[src/rtl/matrix_tile_reader.sv]
// Walks a tile of rows in a linear scratch memory and emits each row as one vector.
// Elements are fetched one per cycle; a row is held on the output stream until it is accepted.
module matrix_tile_reader #(
  parameter int DATA_WIDTH   = 8,
  parameter int SIZE         = 1024,
  parameter int ADDRESS_BITS = $clog2(SIZE + 1),
  parameter int VEC_LEN      = 4,
  parameter int COUNT_BITS   = 8
) (
  input  logic                          clk,
  input  logic                          reset_n,
  input  logic                          cmd_valid,
  output logic                          cmd_ready,
  input  logic [ADDRESS_BITS-1:0]       cmd_base_address,
  input  logic [COUNT_BITS-1:0]         cmd_row_count,
  input  logic [COUNT_BITS-1:0]         cmd_row_stride,
  output logic [ADDRESS_BITS-1:0]       read_address,
  input  logic [DATA_WIDTH-1:0]         read_data,
  output logic                          out_valid,
  input  logic                          out_ready,
  output logic [VEC_LEN*DATA_WIDTH-1:0] out_data,
  output logic                          out_last,
  output logic                          busy,
  output logic                          done
);
  localparam int EW = (VEC_LEN > 1) ? $clog2(VEC_LEN) : 1;
  localparam logic [EW-1:0] ELEM_LAST = EW'(VEC_LEN - 1);

  typedef enum logic [1:0] {IDLE, FETCH, EMIT} state_t;

  state_t                  state_q;
  logic [ADDRESS_BITS-1:0] row_addr_q;
  logic [ADDRESS_BITS-1:0] addr_q;
  logic [COUNT_BITS-1:0]   count_q;
  logic [COUNT_BITS-1:0]   stride_q;
  logic [COUNT_BITS-1:0]   row_idx_q;
  logic [EW-1:0]           elem_idx_q;
  logic                    out_valid_q;
  logic                    out_last_q;
  logic                    done_q;
  logic [DATA_WIDTH-1:0]   slot_q [VEC_LEN];

  logic                    cmd_fire;
  logic                    out_fire;
  logic [ADDRESS_BITS-1:0] next_row_addr_d;

  assign cmd_fire        = cmd_valid && (state_q == IDLE);
  assign out_fire        = out_valid_q && out_ready;
  assign next_row_addr_d = row_addr_q + ADDRESS_BITS'(stride_q);

  assign cmd_ready    = (state_q == IDLE);
  assign busy         = (state_q != IDLE);
  assign out_valid    = out_valid_q;
  assign out_last     = out_last_q;
  assign done         = done_q;
  assign read_address = addr_q;

  always_ff @(posedge clk or negedge reset_n) begin
    if (!reset_n) begin
      state_q     <= IDLE;
      row_addr_q  <= '0;
      addr_q      <= '0;
      count_q     <= '0;
      stride_q    <= '0;
      row_idx_q   <= '0;
      elem_idx_q  <= '0;
      out_valid_q <= 1'b0;
      out_last_q  <= 1'b0;
      done_q      <= 1'b0;
    end else begin
      done_q <= 1'b0;
      case (state_q)
        IDLE: begin
          if (cmd_fire) begin
            count_q    <= cmd_row_count;
            stride_q   <= cmd_row_stride;
            row_addr_q <= cmd_base_address;
            row_idx_q  <= '0;
            elem_idx_q <= '0;
            // An empty tile completes without touching the memory address.
            if (cmd_row_count == '0) begin
              done_q <= 1'b1;
            end else begin
              addr_q  <= cmd_base_address;
              state_q <= FETCH;
            end
          end
        end
        FETCH: begin
          elem_idx_q <= elem_idx_q + EW'(1);
          if (elem_idx_q == ELEM_LAST) begin
            state_q     <= EMIT;
            out_valid_q <= 1'b1;
            out_last_q  <= (row_idx_q == count_q - COUNT_BITS'(1));
          end else begin
            addr_q <= addr_q + ADDRESS_BITS'(1);
          end
        end
        EMIT: begin
          if (out_fire) begin
            out_valid_q <= 1'b0;
            out_last_q  <= 1'b0;
            if (out_last_q) begin
              state_q <= IDLE;
              done_q  <= 1'b1;
            end else begin
              row_addr_q <= next_row_addr_d;
              addr_q     <= next_row_addr_d;
              row_idx_q  <= row_idx_q + COUNT_BITS'(1);
              elem_idx_q <= '0;
              state_q    <= FETCH;
            end
          end
        end
        default: state_q <= IDLE;
      endcase
    end
  end

  // Vector slots stay frozen outside FETCH, so the emitted row holds until accepted.
  always_ff @(posedge clk or negedge reset_n) begin
    if (!reset_n) begin
      for (int i = 0; i < VEC_LEN; i++) slot_q[i] <= '0;
    end else if (state_q == FETCH) begin
      for (int i = 0; i < VEC_LEN; i++) begin
        if (elem_idx_q == EW'(i)) slot_q[i] <= read_data;
      end
    end
  end

  for (genvar gi = 0; gi < VEC_LEN; gi++) begin : g_out
    assign out_data[gi*DATA_WIDTH +: DATA_WIDTH] = slot_q[gi];
  end

endmodule

[config.mk]
export PLATFORM = sky130hd
export DESIGN_NAME = matrix_tile_reader
export DESIGN_NICKNAME = d
export VERILOG_FILES = /design/src/rtl/matrix_tile_reader.sv
export SDC_FILE = /design/constraint.sdc
export NUM_CORES = 1
export LEC_CHECK = 0
export ABC_AREA = 1
export CORE_MARGIN = 5
export CORE_UTILIZATION = 42
export DETAILED_ROUTE_END_ITERATION = 10
export PLACE_DENSITY = 0.64
export SLEW_MARGIN = 20
export SYNTH_ARGS = -nofsm -noshare
export SYNTH_HDL_FRONTEND = slang
export SYNTH_SLANG_ARGS = --single-unit
export TNS_END_PERCENT = 10
[constraint.sdc]
create_clock -name clk -period 2.2 [get_ports clk]
set_clock_uncertainty 0.1 [all_clocks]
set_input_delay 0.44 -clock clk [delete_from_list [all_inputs] [get_ports clk]]
set_output_delay 0.44 -clock clk [all_outputs]
set_load 0.05 [all_outputs]
==> out/results.tsv <==
metric	value	unit
buffer count from post-CTS setup fixing	0	
clock-pin transition on the worst setup and hold timing paths	0.06	ns
worst max-slew margin expressed relative to the limit	0.6275	
peak fanout along the critical path	4	
clock buffers created by TritonCTS	9	
worst-path cell with the longest stage delay	clkdlybuf4s50_1	
final net count	760	
maximum clock rate	463.5	MHz
Die X	116.0	µm
metal1 wirelength	5.639	mm
count of antenna-violating nets left after detailed routing	0	
number of synthesized register bits	85	
worst-case vdd ir drop	1.112	mV
share of flip-flops with an asynchronous set or reset after synthesis	1.000	
leading cell types by total area after synthesis	dfrtp_1 45%, nand2_1 14%, inv_1 5.8%	
average size of a mapped cell	7.814	µm²
family of cells with the greatest summed delay on the critical path	buffers and inverters	
H-tree levels	3	
actual transition at the worst max-transition pin	0.5570	ns
switching portion of total power	0.4997	
largest net degree at the start of global routing	43	
share of the clock period used by the worst path after layout	0.9806	
CTS Buffer Depth	2	
Setup Viol. Count Final	0	
share of the yosys chip area belonging to registers	0.4507	
CP Cell Sequence	clkdlybuf4s50_1	
total global-route track usage	0.1984	
number of global-route vias before repair	4241	
DRC violation total after the first TritonRoute iteration	201	
Post-synth top cells	179 x nand2_1, 85 x dfrtp_1, 73 x inv_1	
Vias/cell	5.051	
die area	13460	µm²
total negative slack for setup checks	0	ns
fraction of synthesized cell area taken by the top area cell type	0.4507	
insertion delay to the later sink of the worst-skew pair	0.34	ns
multi-input combinational cell area	2246	µm²
RePlAce Congestion	0.8532	
commonest register cell after synthesis	dfrtp_1	
Port Buffers	86	
dpl cell area	5799	µm²
Internal	5.470	mW
Via Count	4258	
clock sink count	85	
post-route worst hold slack	0.3828	ns
class of the tightest hold or removal check	reg -> reg	
nature of the critical path startpoint	flop	
CTS Root Buffer Type	clkbuf_16	
FF/Latch Area	2127	µm²
post-synth top area cell	dfrtp_1	
final WL	12.76	mm
data arrival time of the critical path	1.62	ns
Syn Std Cell Area	4720	µm²
kind of critical path	reg -> out	
sequential cell fraction of total power	0.263	
area of all placed cells without fillers	6108	µm²
unrepaired setup endpoints after global routing	no	
clock network power share	0.138	
CP Buf/Inv Count	1	
warnings from Yosys	0	
number of flops mapped to enable cells by yosys	0	
most frequently used cell type in the post-synthesis netlist	nand2_1	
routed length on met2	6.054	mm
P per Cell Area	1790	nW/µm²
number of endpoints with negative hold slack in the final report	0	
standard cell core area	10940	µm²
placed wire-length estimate after detailed placement	9.883	mm
Inserted Diodes	0	
static leakage	3.007	nW
fill cell instance count of the final layout	1048	
Net Sw Power	5.463	mW
minimum period implied by the final worst setup slack	2.157	ns
area growth from synthesis to layout	29.43	%
total nets after synthesis	664	
CTS tree	yes	
initial core utilization	0.4316	
wire length per cell	15.14	µm
count of distinct cell types in the synthesized netlist	36	
result of the run	finished, final reports clean	
Syn Inst Count	604	
I/O pin count	87	
number of pins exceeding their max-slew limit in the final report	0	
Critical Path End Type	output pin	
first-pass GRT wire length	20.94	mm
Chip Height	116.0	µm
layout cell share with drive strength beyond 1	0.07824	
required time of the critical path	1.66	ns
largest stage delay on the critical path	0.84	ns
GR Overflow Total	0	
logic gate share of total power	0.599	
Post-route DRC	0	
highest routing layer actually used	met4	
number of iterations in the first detailed-routing pass	4	
total length of routed met3 wires	953	µm
number of max-cap violations	0	
initial antenna violation count	0	
number of standard-cell rows in the floorplan	38	
## stage by stage
stage | instances | power, mW | setup WS [ns] | util
after global routing | 843 | 11.78 | 0.02371 | 0.5586
final | 843 | 10.93 | 0.04263 | 0.5586
after floorplan | 604 | 7.353 | 0.1320 | -
after global placement | 828 | 9.293 | 0.1292 | 0.5303
after detailed placement | 828 | 9.401 | 0.05262 | 0.5303
after CTS | 843 | 10.98 | 0.03053 | 0.5577
## worst register-to-register path, stage by stage, from the launching register on
cell	delay, ns
dfrtp_1	0.37
ha_1	0.20
inv_1	0.06
fa_1	0.36
inv_1	0.08
nand3_1	0.11
nand3_1	0.12
nand2_1	0.06
nand3_1	0.15
nand3_1	0.10
o211ai_1	0.11
nand2_1	0.08
## area by class of cell
class | count | area share
multi-input cells | 428 | 0.3677
flip-flops and latches | 85 | 0.3482
repair buffers | 98 | 0.1602
inverters | 78 | 0.04793
clock buffers | 10 | 0.03912
well taps | 140 | 0.02868
clock inverters | 4 | 0.008193
## worst paths after layout
kind	slack (ns)	depth (start not counted)	end	start
min in group asynchronous	0.50	2	read_address[2]$_DFFE_PN0P_	reset_n
min reg2reg	0.38	2	out_data[10]$_DFFE_PN0P_	out_data[10]$_DFFE_PN0P_
min	0.38	2	out_data[10]$_DFFE_PN0P_	out_data[10]$_DFFE_PN0P_
max	0.04	1	read_address[3]	read_address[3]$_DFFE_PN0P_
max in group asynchronous	0.92	3	count_q[3]$_DFFE_PN0P_	reset_n
max reg2reg	0.20	11	read_address[4]$_DFFE_PN0P_	row_addr_q[0]$_DFFE_PN0P_
## cell families (layout without fill, tap and decap cells)
family / count (synthesis) / after routing / synth area share
AO/OA/AOI/OAI: 104 / 104 / 0.1241
XOR/XNOR: 13 / 13 / 0.02413
adder cells (fa/ha/maj): 21 / 21 / 0.05726
buffers and inverters: 91 / 190 / 0.07503
flip-flops: 85 / 85 / 0.4507
multiplexers: 7 / 7 / 0.01670
AND/OR/NAND/NOR: 283 / 283 / 0.2521
## power groups by stage
stage	clock [mW]	sequential, mW	combinational (mW)
2_1_floorplan	0	4.12	3.23
3_3_place_gp	0	2.87	6.43
3_5_place_dp	0	2.88	6.52
5_1_grt	1.62	2.98	7.18
6_report	1.51	2.88	6.55
4_1_cts	1.55	2.87	6.56
## layout by cell type, fill, tap and decap left out, types with 6 or more instances in the layout
cell type        instances
nand2_1                179
dfrtp_1                 85
clkdlybuf4s50_1         74
inv_1                   73
o21ai_0                 54
nor2_1                  42
nand3_1                 38
a21oi_1                 19
ha_1                    19
buf_4                   18
clkbuf_16                9
nand4_1                  8
xor2_1                   8
mux2_2                   7
o21bai_1                 6
## registers in the layout (all words and copies together), names as in the netlist
| name | cells |
|---|---|
| count_q | 8 |
| stride_q | 8 |
| done | 1 |
| state_q | 2 |
| read_address | 11 |
| out_valid | 1 |
| row_addr_q | 11 |
| out_data | 32 |
| row_idx_q | 8 |
| elem_idx_q | 2 |
| out_last | 1 |
## metal layers
layer	vias to the layer above	GRT usage
met2	107	0.3234
li1	2136	-
met3	11	0.07050
met5	-	0
met1	2004	0.2518
met4	0	0.05182
## what timing repair did
action                                  4_1_cts  5_1_grt
resized for setup                             0        3
endpoints found under the hold margin        31        0
hold buffers                                  1        0
endpoints found under the setup margin        0        4
Power figures use the tool's default switching activity.
==> edit 1, RTL diff (same settings) <==
The parameter `SIZE` goes from 1024 to 2048.
--- a/src/rtl/matrix_tile_reader.sv
+++ b/src/rtl/matrix_tile_reader.sv
@@ -2,7 +2,7 @@
 // Elements are fetched one per cycle; a row is held on the output stream until it is accepted.
 module matrix_tile_reader #(
   parameter int DATA_WIDTH   = 8,
-  parameter int SIZE         = 1024,
+  parameter int SIZE         = 2048,
   parameter int ADDRESS_BITS = $clog2(SIZE + 1),
   parameter int VEC_LEN      = 4,
   parameter int COUNT_BITS   = 8
Ports: changed (resized cmd_base_address and read_address); port bits go from 87 to 89. The function was not compared with the original's and may differ.
==> edit 1 against the original RTL <==
The flow now finishes with violations (negative hold slack); non-clock buffer count rose by 1; wire length fell by 5.0%; utilization barely moved; sequential cell count rose by 2; cell count fell by 2.0%; area after synthesis barely moved; final area barely moved; total power barely moved; setup slack got worse by 0.0055 ns; critical path type unchanged; largest power group unchanged.
==> edit 1: results (changes against the original RTL) <==
[outcome]
status = finished with violations
violations = negative hold slack

[yosys]
synth.distinct_cells = 35  ; -2.8%
synth_cells = 588  ; -2.6%
ys_top_cells_by_area = dfrtp_1 46%, nand2_1 11%, o21ai_0 7.2%, inv_1 5.4%, ha_1 5.0%
synthMuxAreaShare_pct = 1.67  ; about the same
synth_commonest_cells = 144 x nand2_1, 87 x dfrtp_1, 68 x inv_1, 68 x o21ai_0, 43 x nand3_1
synth-compound-area-share_pct = 14.5  ; +2.1 points
synthXorXnorAreaFrac_pct = 2.04  ; -0.37 points
synth-adder-area-share_pct = 5.46  ; -0.26 points
ys_seq_area_share_pct = 46.1  ; +1.1 points
synth_fp_nets = 648  ; -2.4%

[drt]
detail_route.first_pass.iterations = 5  ; +1
vias = 4216  ; -0.99%
vias_per_cell = 5.10  ; +1.1%
wl_mm = 12.1  ; -5.0%
drt_iter0_markers = 262  ; +30%

[timing]
hold_viol = 13  ; +13
max_freq_mhz = 462  ; -0.25%
hold_ws_ns = -0.0112  ; -0.394 ns
worst_pin_slew_ns = 0.566  ; +0.00900 ns

[layout]
nNetsFinal = 741  ; -2.5%
n_fill_cell = 1004  ; -4.2%
diodes = 0  ; unchanged
drive_gt1_share_pct = 8.31  ; +0.49 points

[worst_setup_path]
reg2reg_slack_ns = 0.17  ; -0.03 ns
cp_slowest_stage_delay_ns = 0.84  ; about the same
r2r-end = read_address[8]
crit_path_start = read_address[8]
cp_data_arrival_time_ns = 1.62  ; about the same
r2r_start = row_addr_q[0]
reg2regPathDepth = 13  ; +2
cp_max_fo = 5  ; +1
critical_path.endpoint = read_address[8]

[power_and_ir_drop]
peakVddDrop_v = 0.000936  ; -16%
internal-power_mw = 5.43  ; -0.66%
power.density_nw_per_um2 = 1790  ; about the same
comb_power_share_pct = 59.7  ; -0.2 points
leakagePower_nw = 2.92  ; -2.9%
clock_power_share_pct = 13.6  ; -0.2 points
power_mw = 10.9  ; about the same

[global_route]
grt_max_degree = 42  ; -2.3%
antenna_found_initial = 0  ; unchanged
grt_pass1_wl_mm = 20.4  ; -2.7%
track_usage_pct = 19.0  ; -0.83 points

[clock_tree]
cts_made_buffers = 9  ; unchanged
h-tree-depth = 3  ; unchanged
postCtsSetupRepairBufs = 0  ; unchanged

[worst_hold_path]
min_path_type = in2async

[place]
io_buffer_count = 88  ; +2.3%
dp.final_hpwl_mm = 9.18  ; -7.1%
placed_cell_area_um2 = 5820  ; +0.35%
pre_cts_slack_ns = 0.0787  ; +0.0261 ns
gp_congestion = 0.878  ; +2.9%
place_inst = 810  ; -2.2%

==> edit 1: cells by family (layout without fill, tap and decap cells) <==
family	count (synthesis)	count (layout)
mux	7	7
flops	87	87
compound gates	126	126
buf+inv	88	186
xor+xnor	11	11
simple gates	249	249
fa+ha+maj	20	20
==> edit 1: metal layers <==
metal | vias up | global-route usage (%) | wire length [um] | share of wire, %
met5 | - | 0 | 0 | 0
met4 | 0 | 4.95 | 152 | 1.3
met3 | 13 | 5.01 | 775 | 6.4
met2 | 101 | 29.6 | 5460 | 45
met1 | 1978 | 26.4 | 5740 | 47
li1 | 2124 | - | - | -
==> edit 1: area by class of cell <==
class / instances / share of cell area (%)
Tap cell: 140 / 2.87
Timing Repair Buffer: 99 / 16.4
Inverter: 71 / 4.40
Multi-Input combinational cell: 413 / 36.0
Sequential cell: 87 / 35.6
Clock inverter: 7 / 0.983
Clock buffer: 9 / 3.69
==> edit 2, RTL diff (config.mk and constraints unchanged) <==
Without the edit above. Encoding of `state_t`: now one-hot (3 bits for 3 states).
--- a/src/rtl/matrix_tile_reader.sv
+++ b/src/rtl/matrix_tile_reader.sv
@@ -26,7 +26,7 @@
   localparam int EW = (VEC_LEN > 1) ? $clog2(VEC_LEN) : 1;
   localparam logic [EW-1:0] ELEM_LAST = EW'(VEC_LEN - 1);
 
-  typedef enum logic [1:0] {IDLE, FETCH, EMIT} state_t;
+  typedef enum logic [2:0] {IDLE = 3'b001, FETCH = 3'b010, EMIT = 3'b100} state_t;
 
   state_t                  state_q;
   logic [ADDRESS_BITS-1:0] row_addr_q;
Behaviour: no difference found for any inputs over 10 cycles, from zero or initial values and one cycle with reset_n low; not proved beyond that.
==> edit 2 against the original RTL <==
Setup slack better by 0.043 ns; register-to-register slack got worse by 0.03 ns; final area down 1.6%; die area shrank 0.22%; largest cell class unchanged; total power fell by 11%; sequential cell count grew 1; synthesized cell count increased by 0.33%; cell count is 0.36% lower; wire length shrank 5.3%; combinational power is 17% lower; area after synthesis fell by 0.24%; count of clock-buffer cells in the layout unchanged.
==> edit 2: results (changes against the original RTL) <==
[yosys]
synth_fp_nets = 661  ; -0.45%
synth_commonest_cells = 200 x nand2_1, 85 x dfrtp_1, 58 x o21ai_0
ys_seq_area_share_pct = 45.7  ; +0.67 points
async_flop_share_pct = 100  ; unchanged
synth.distinct_cells = 40  ; +11%
ys_top_cells_by_area = dfrtp_1 45%, nand2_1 16%, o21ai_0 6.2%, inv_1 4.5%, nand3_1 4.0%

[timing]
worst_pin_slew_ns = 0.580  ; +0.0231 ns

[drt]
detail_route.first_pass.iterations = 6  ; +2
drt_iter0_markers = 263  ; +31%
wl_met1_mm = 5.75  ; +1.9%
wl_met3_um = 708  ; -26%
vias_per_cell = 4.98  ; -1.4%
wl_mm = 12.1  ; -5.3%
dr_wl_met2_mm = 5.42  ; -11%

[worst_setup_path]
cp_slowest_stage_delay_ns = 0.83
cp_max_fo = 4  ; unchanged
cpLargestDelayFamily = buffers and inverters

[place]
gp_congestion = 0.904  ; +6.0%
pre_cts_slack_ns = 0.124  ; +0.0712 ns
dp.final_hpwl_mm = 8.85  ; -10%

[clock_tree]
cts_made_buffers = 9  ; unchanged
h-tree-depth = 3  ; unchanged
insertion_delay_ns = 0.35
postCtsSetupRepairBufs = 0  ; unchanged
cts.clk_slew.worst_paths_ns = 0.07

[global_route]
grt_pass1_wl_mm = 19.7  ; -5.9%
track_usage_pct = 18.8  ; -0.99 points
grt_pass1_vias = 4005  ; -5.6%
grt_max_degree = 87  ; +100%
antenna_found_initial = 0  ; unchanged

[worst_hold_path]
min_path_type = in2async

[power_and_ir_drop]
peakVddDrop_v = 0.00111  ; about the same
leakagePower_nw = 2.98  ; -0.87%

[layout]
nNetsFinal = 750  ; -1.3%
largest_register_ffs = 32  ; unchanged
drive_gt1_share_pct = 8.14  ; +0.32 points

[outcome]
status = finished clean

[edit 2: changes by cell type in the layout (fill, tap and decap cells not counted), sizes merged, moves of 4 or more]
cell / before / now
a22oi: 0 / 5
buf: 22 / 17
ha: 20 / 15
inv: 75 / 63
mux2: 7 / 0
nand2: 181 / 203
nor2: 44 / 54
o22ai: 4 / 0
[edit 2: path summary, 6_finish.rpt]
path	start	endpoint	slack [ns]	depth (start not counted)
min in group clk	stride_q[0]	stride_q[0]	0.38	2
setup / recovery	read_address[10]	read_address[10]	0.09	1
setup reg to reg	row_addr_q[0]	read_address[4]	0.17	11
hold / removal	reset_n	row_addr_q[5]	0.03	2
hold reg to reg	stride_q[0]	stride_q[0]	0.38	2
max in group asynchronous	reset_n	state_q[0]	1.60	2
[edit 2: timing repair]
item | in CTS | in global routing
gates cloned | 0 | 0
setup endpoints to repair | 1 | 4
resized for setup | 1 | 4
[edit 2: through the flow]
step / hold WS [ns] / area (um2) / util (%) / instances
final: 0.0257 / 6010 / 55.0 / 840
after global routing: 0.0561 / 6010 / 55.0 / 840
after CTS: 0.0358 / 6000 / 54.9 / 840
after detailed placement: 0.367 / 5730 / 52.4 / 824
after global placement: 0.368 / 5730 / 52.4 / 824
after floorplan: 0.0444 / 4710 / - / 606
[edit 2: cell families after synthesis]
kind of cell,Yosys count,share of synthesized area (%)
DFF,86,45.7
and+or+nand+nor,321,29.1
buffers and inverters,76,6.80
adders and majority gates,16,4.41
AOI/OAI and AO/OA,96,11.6
xor gates and xnor gates,11,2.34
[edit 2: layout make-up]
cell class                      instances  area (um2)
Tap cell                              140         175
Timing Repair Buffer                   94         945
Inverter                               60         228
Clock buffer                           10         229
Sequential cell                        86        2150
Clock inverter                          6        45.0
Multi-Input combinational cell        444        2240
Fill cell                            1058        4920
[edit 2: power breakdown]
part	internal, mW	leakage (nW)	switching [mW]	total, mW
Combinational	1.87	1.81	3.59	5.46
Sequential	2.27	1.04	0.591	2.86
Clock	0.776	0.138	0.665	1.44
[edit 2: layer usage]
layer,vias up,track usage [%]
met5,-,0
met4,0,6.96
met3,16,4.07
met2,99,28.3
met1,1932,26.9
li1,2138,-
